File: src/rtl/letter_code_deser_if.sv
// letter_code_deser_if
//   Groups the serial line and the decoded-letter outputs of
//   letter_code_deser so the block can be connected as a single bus.
//   master: the side that drives the line (the upstream source or a bench).
//   slave : the deserializer itself.
// Signals
//   serial_in     line data, idle level 1
//   sample_en     bit-period enable; the line is sampled only when 1
//   A..F          last good code (A = first data bit received)
//   code_ready    1-cycle pulse: a new code was loaded on A..F
//   parity_error  1-cycle pulse: frame dropped because of a parity mismatch
//   frame_error   1-cycle pulse: frame dropped because the stop bit was 0
//   busy          1 while a frame is in progress or a break is pending
interface letter_code_deser_if;
  logic serial_in;
  logic sample_en;
  logic A, B, C, D, E, F;
  logic code_ready;
  logic parity_error;
  logic frame_error;
  logic busy;

  modport master (
    output serial_in, sample_en,
    input  A, B, C, D, E, F, code_ready, parity_error, frame_error, busy
  );

  modport slave (
    input  serial_in, sample_en,
    output A, B, C, D, E, F, code_ready, parity_error, frame_error, busy
  );
endinterface

File: src/rtl/letter_code_deser.sv
// letter_code_deser
//   Serial-to-parallel front end for the 6-bit letter decoder. It receives
//   frames of the form start(0), A..F, [P], stop(1), one bit per sample_en
//   cycle. It presents only clean codes on A..F, together with a 1-cycle
//   code_ready strobe. A bad frame produces a 1-cycle error pulse, and
//   A..F keep their previous value.
// Parameters
//   PARITY_EN   1: the frame carries a parity bit after F; 0: it does not
//   PARITY_ODD  0: even parity (A^..^F^P == 0); 1: odd parity (== 1)
// Ports
//   clock    single system clock; all state changes on posedge
//   reset_L  asynchronous, active-low reset
//   bus      letter_code_deser_if.slave (line in, code and status out)
module letter_code_deser #(
  parameter bit PARITY_EN  = 1'b1,
  parameter bit PARITY_ODD = 1'b0
) (
  input  logic                clock,
  input  logic                reset_L,
  letter_code_deser_if.slave  bus
);

  typedef enum logic [2:0] {
    S_IDLE,
    S_DATA,
    S_PARITY,
    S_STOP,
    S_BREAK
  } state_t;

  state_t      state, state_nxt;
  logic [2:0]  cnt, cnt_nxt;
  logic [5:0]  shreg, shreg_nxt;
  logic        par_bit, par_bit_nxt;
  logic [5:0]  code, code_nxt;
  logic        code_ready, code_ready_nxt;
  logic        parity_error, parity_error_nxt;
  logic        frame_error, frame_error_nxt;
  logic        parity_ok;

  // A frame without a parity bit is always considered parity-clean.
  assign parity_ok = !PARITY_EN || ((^{shreg, par_bit}) == PARITY_ODD);

  // Next-state and next-output logic.
  always_comb begin
    // NOTE: every signal gets a default before the case; otherwise a path
    // that does not assign it would infer a latch.
    state_nxt        = state;
    cnt_nxt          = cnt;
    shreg_nxt        = shreg;
    par_bit_nxt      = par_bit;
    code_nxt         = code;
    code_ready_nxt   = 1'b0;
    parity_error_nxt = 1'b0;
    frame_error_nxt  = 1'b0;

    if (bus.sample_en) begin
      unique case (state)
        S_IDLE: begin
          if (!bus.serial_in) begin
            state_nxt = S_DATA;
            cnt_nxt   = 3'd0;
          end
        end
        S_DATA: begin
          // Shift left, so after six bits A (the first bit received)
          // sits in shreg[5].
          shreg_nxt = {shreg[4:0], bus.serial_in};
          cnt_nxt   = cnt + 3'd1;
          if (cnt == 3'd5) begin
            state_nxt = PARITY_EN ? S_PARITY : S_STOP;
          end
        end
        S_PARITY: begin
          par_bit_nxt = bus.serial_in;
          state_nxt   = S_STOP;
        end
        S_STOP: begin
          if (bus.serial_in) begin
            state_nxt = S_IDLE;
            if (parity_ok) begin
              code_nxt       = shreg;
              code_ready_nxt = 1'b1;
            end else begin
              parity_error_nxt = 1'b1;
            end
          end else begin
            // A bad stop bit takes priority over a parity error.
            frame_error_nxt = 1'b1;
            state_nxt       = S_BREAK;
          end
        end
        S_BREAK: begin
          // Wait for the line to return high. A low level here is not a start bit.
          if (bus.serial_in) begin
            state_nxt = S_IDLE;
          end
        end
        default: state_nxt = S_IDLE;
      endcase
    end
  end

  // State register. The output code register is reset as well, so that the
  // decoder sees 000000 after reset.
  always_ff @(posedge clock or negedge reset_L) begin
    if (!reset_L) begin
      state        <= S_IDLE;
      cnt          <= 3'd0;
      shreg        <= 6'd0;
      par_bit      <= 1'b0;
      code         <= 6'd0;
      code_ready   <= 1'b0;
      parity_error <= 1'b0;
      frame_error  <= 1'b0;
    end else begin
      // NOTE: non-blocking assignments here, so every register samples the
      // values from before the edge, whatever order the lines are in.
      state        <= state_nxt;
      cnt          <= cnt_nxt;
      shreg        <= shreg_nxt;
      par_bit      <= par_bit_nxt;
      code         <= code_nxt;
      code_ready   <= code_ready_nxt;
      parity_error <= parity_error_nxt;
      frame_error  <= frame_error_nxt;
    end
  end

  assign bus.A            = code[5];
  assign bus.B            = code[4];
  assign bus.C            = code[3];
  assign bus.D            = code[2];
  assign bus.E            = code[1];
  assign bus.F            = code[0];
  assign bus.code_ready   = code_ready;
  assign bus.parity_error = parity_error;
  assign bus.frame_error  = frame_error;
  assign bus.busy         = (state != S_IDLE);

endmodule

File: src/flat_wrapper.sv
// flat-port wrapper written by rule: the top's interface ports become plain ports
module letter_code_deser_flat 
#(
  parameter bit PARITY_EN  = 1'b1,
  parameter bit PARITY_ODD = 1'b0
)
  (clock, reset_L, bus_serial_in, bus_sample_en, bus_A, bus_B, bus_C, bus_D, bus_E, bus_F, bus_code_ready, bus_parity_error, bus_frame_error, bus_busy);
  letter_code_deser_if bus_i ();
  input  logic clock;
  input  logic reset_L;
  input wire logic [$bits(bus_i.serial_in)-1:0] bus_serial_in;
  input wire logic [$bits(bus_i.sample_en)-1:0] bus_sample_en;
  output wire logic [$bits(bus_i.A)-1:0] bus_A;
  output wire logic [$bits(bus_i.B)-1:0] bus_B;
  output wire logic [$bits(bus_i.C)-1:0] bus_C;
  output wire logic [$bits(bus_i.D)-1:0] bus_D;
  output wire logic [$bits(bus_i.E)-1:0] bus_E;
  output wire logic [$bits(bus_i.F)-1:0] bus_F;
  output wire logic [$bits(bus_i.code_ready)-1:0] bus_code_ready;
  output wire logic [$bits(bus_i.parity_error)-1:0] bus_parity_error;
  output wire logic [$bits(bus_i.frame_error)-1:0] bus_frame_error;
  output wire logic [$bits(bus_i.busy)-1:0] bus_busy;
  assign bus_i.serial_in = bus_serial_in;
  assign bus_i.sample_en = bus_sample_en;
  assign bus_A = bus_i.A;
  assign bus_B = bus_i.B;
  assign bus_C = bus_i.C;
  assign bus_D = bus_i.D;
  assign bus_E = bus_i.E;
  assign bus_F = bus_i.F;
  assign bus_code_ready = bus_i.code_ready;
  assign bus_parity_error = bus_i.parity_error;
  assign bus_frame_error = bus_i.frame_error;
  assign bus_busy = bus_i.busy;
  letter_code_deser #(.PARITY_EN(PARITY_EN), .PARITY_ODD(PARITY_ODD)) u_core (.clock(clock), .reset_L(reset_L), .bus(bus_i));
endmodule
File: config.mk
export PLATFORM = sky130hd
export DESIGN_NAME = letter_code_deser_flat
export DESIGN_NICKNAME = d
export VERILOG_FILES = /design/src/rtl/letter_code_deser_if.sv /design/src/rtl/letter_code_deser.sv /design/src/flat_wrapper.sv
export SDC_FILE = /design/constraint.sdc
export NUM_CORES = 1
export LEC_CHECK = 0
export CELL_PAD_IN_SITES_DETAIL_PLACEMENT = 1
export CELL_PAD_IN_SITES_GLOBAL_PLACEMENT = 1
export CORE_UTILIZATION = 43
export CTS_CLUSTER_DIAMETER = 50
export CTS_CLUSTER_SIZE = 25
export DETAILED_ROUTE_END_ITERATION = 16
export GPL_TIMING_DRIVEN = 0
export HOLD_SLACK_MARGIN = 0.08
export PLACE_DENSITY = 0.85
export SLEW_MARGIN = 30
export SYNTH_ARGS = -nofsm -noshare
export SYNTH_HDL_FRONTEND = slang
export SYNTH_SLANG_ARGS = --single-unit
File: constraint.sdc
create_clock -name clock -period 2.3 [get_ports clock]
set_clock_uncertainty 0.15 [all_clocks]
set_input_delay 0.23 -clock clock [delete_from_list [all_inputs] [get_ports clock]]
set_output_delay 0.23 -clock clock [all_outputs]
set_load 0.01 [all_outputs]
==> results.md <==
- Routing usage on met1: 0.249
- Gr busiest metal: met2
- Htree depth: 1
- Share of the synthesized area in the top cell type: 0.537
- RSZ-0062 raised after global routing: false
- Syn_area_per_cell: 13.3 µm²
- Grt ovf: 0
- Rel. slew slack: 0.680
- Kind of critical path: register to output pin
- Max Fclk: 468 MHz
- Startpoint Class: register
- Initial antenna violation count: 0
- Final count of negative-setup-slack endpoints: 0
- Max VDD drop: 0.000739 V
- Starting Density: 0.459
- CTS Root Cell: clkbuf_4
- Die area: 2590 µm²
- Post-synth EDFFs: 0
- Core ar.: 2230 µm²
- DR pass1 iterations: 4
- Initial DRC count: 6
- Worst EP arrival: 1.76 ns
- # IOs: 14
- Post-Syn Instances: 77
- Top cells by area, synth: dfrtp_1, mux2_4, mux2_2
- Syn Std Cell Area: 1030 µm²
- Most common cell in the netlist: dfrtp_1
- WL final: 1990 µm
- Top post-synthesis cells by count: dfrtp_1, o21ai_0, inv_1, mux2_2, mux2_4
- Ant diodes: 0
- Vias in the first global route: 710
- Die Span X: 50.8 µm
- Period minus WS final: 2.14 ns
- WL/cell: 16.3 µm
- Worst-case clock buffer depth: 2
- Vias per inst: 5.16
- Synth area leader: dfrtp_1
- GP Congestion: 0.737
- P&R area growth vs syn: 21.3%
- Status: completed
- Die Y: 50.8 µm
- ANT nets after route: 0
- Num rows: 17
- Total power per unit cell area: 1310 nW/µm²
- Met3 Use GR: 0.0357
- GRT Util Overall: 0.188
- Tot Pwr: 0.00163 W
- Maximum fanout along the worst path: 11
- Clk_lat worst skew: 0.32 ns
- DR DRC count: 0
- Reported max-cap violation count: 0
- Hold crit path type: input port to asynchronous set/reset pin
- Hpwl dp: 1450 µm
- Final Hold Viols: 0
- Post-synth ARST share: 1.00
- IO buf count: 13
- Cts bufs inserted: 3
- Tcrit/Tclk final: 0.928
- Syn. warnings: 0
- Via count: 630
- Largest net degree at the start of global routing: 23
- Setup bufs post-CTS: 0
- Crit. End Element: output pin
- M2 GR Usage: 0.304
- Fillers: 223
- Clock-pin slew on the worst setup and hold paths: 0.13 ns
- Netlist cell types: 25
- Fin nets: 101
- Slew Limit Fails: 0
- Sequential fraction of the synthesis area: 0.537
- Main flop type after synthesis: dfrtp_1
- TNS Setup: 0 ns
- Slew @ Worst Pin: 0.480 ns
- Post_cts resized: 0
- CP required: 1.92 ns
- Share of layout cells above drive strength 1: 0.234
- Clk sinks: 22
- Pleak: 0.563 nW
- First-pass GRT wire length: 3500 µm
- CTS tree: built
- Syn_nets: 83
- Synth Register Bits: 22
## placed cells by master, fill, tap and decap left out, drive strengths merged, types with 2 or more instances in the layout
master / n
dfrtp: 22
clkdlybuf4s50: 12
mux2: 12
o21ai: 9
inv: 6
nand2: 4
buf: 3
nor2b: 3
clkbuf: 3
xnor2: 2
ha: 2
nor2: 2
xnor3: 2
## registers in the layout, summed over array words and instances (netlist names)
register and flops:
u_core.bus.code_ready 1, u_core.shreg 6, u_core.par_bit 1, u_core.code 6, u_core.bus.parity_error 1, u_core.bus.frame_error 1, u_core.state 3, u_core.cnt 3
## path summary, 6_finish.rpt
kind                            startpoint              end  slack, ns  cells past startpoint
setup / recovery           u_core.state[0]         bus_busy       0.16                      2
hold / removal                     reset_L   u_core.code[4]       0.24                      2
setup reg to reg           u_core.shreg[3]   u_core.code[0]       0.36                      4
hold reg to reg             u_core.code[1]   u_core.code[1]       0.38                      1
max in group asynchronous          reset_L  u_core.state[0]       1.44                      2
min in group clock          u_core.code[1]   u_core.code[1]       0.38                      1
## layout make-up
type / count / area (µm²) / area share
sequential: 22 / 551 / 0.442
clock inverter: 1 / 30.0 / 0.0241
buffer: 2 / 10.0 / 0.00804
inverter: 6 / 22.5 / 0.0181
timing repair buffer: 14 / 135 / 0.109
multi-input combinational: 46 / 439 / 0.353
tap: 28 / 35.0 / 0.0281
clock buffer: 3 / 22.5 / 0.0181
## metal layers
layer / vias to the layer above / part of all wire / routed length [µm]
li1: 303 / - / -
met1: 314 / 0.47 / 943
met2: 11 / 0.49 / 979
met3: 2 / 0.025 / 50
met4: 0 / 0.0095 / 19
met5: - / 0 / 0
## stage by stage
step / utilization / instance area (µm²) / hold WS, ns / std cells / worst slack [ns]
floorplan: - / 1030 / -0.216 / 77 / 0.518
global placement: 0.533 / 1190 / 0.343 / 118 / 0.146
detailed placement: 0.533 / 1190 / 0.354 / 118 / 0.0860
CTS: 0.557 / 1240 / 0.317 / 122 / 0.0586
global route: 0.557 / 1240 / 0.287 / 122 / 0.108
finish: 0.557 / 1240 / 0.236 / 122 / 0.165
## logic make-up (layout without fill, tap and decap cells)
logic type / count (synthesis) / in the layout / synth area share
xor+xnor: 4 / 4 / 0.0622
buf+inv: 9 / 26 / 0.0354
simple gates: 13 / 13 / 0.0976
flops: 22 / 22 / 0.537
compound gates: 15 / 15 / 0.0903
fa+ha+maj: 2 / 2 / 0.0244
mux: 12 / 12 / 0.154
## power by group
| part | internal [W] | leakage [nW] | switching, W |
|---|---|---|---|
| clock | 0.000176 | 0.0279 | 0.000126 |
| combinational | 0.000394 | 0.248 | 0.000285 |
| sequential | 0.000511 | 0.287 | 0.000139 |
## timing repair
action                                  4_1_cts  5_1_grt
endpoints found under the hold margin         0       22
endpoints found under the setup margin        0        1
hold buffers                                  0        1
## critical path: stages, from the launching register on
cell,delay (ns)
dfrtp_1,0.55
or3_1,0.42
clkdlybuf4s50_1,0.48
Note: power is estimated with default switching activity, not from simulation.
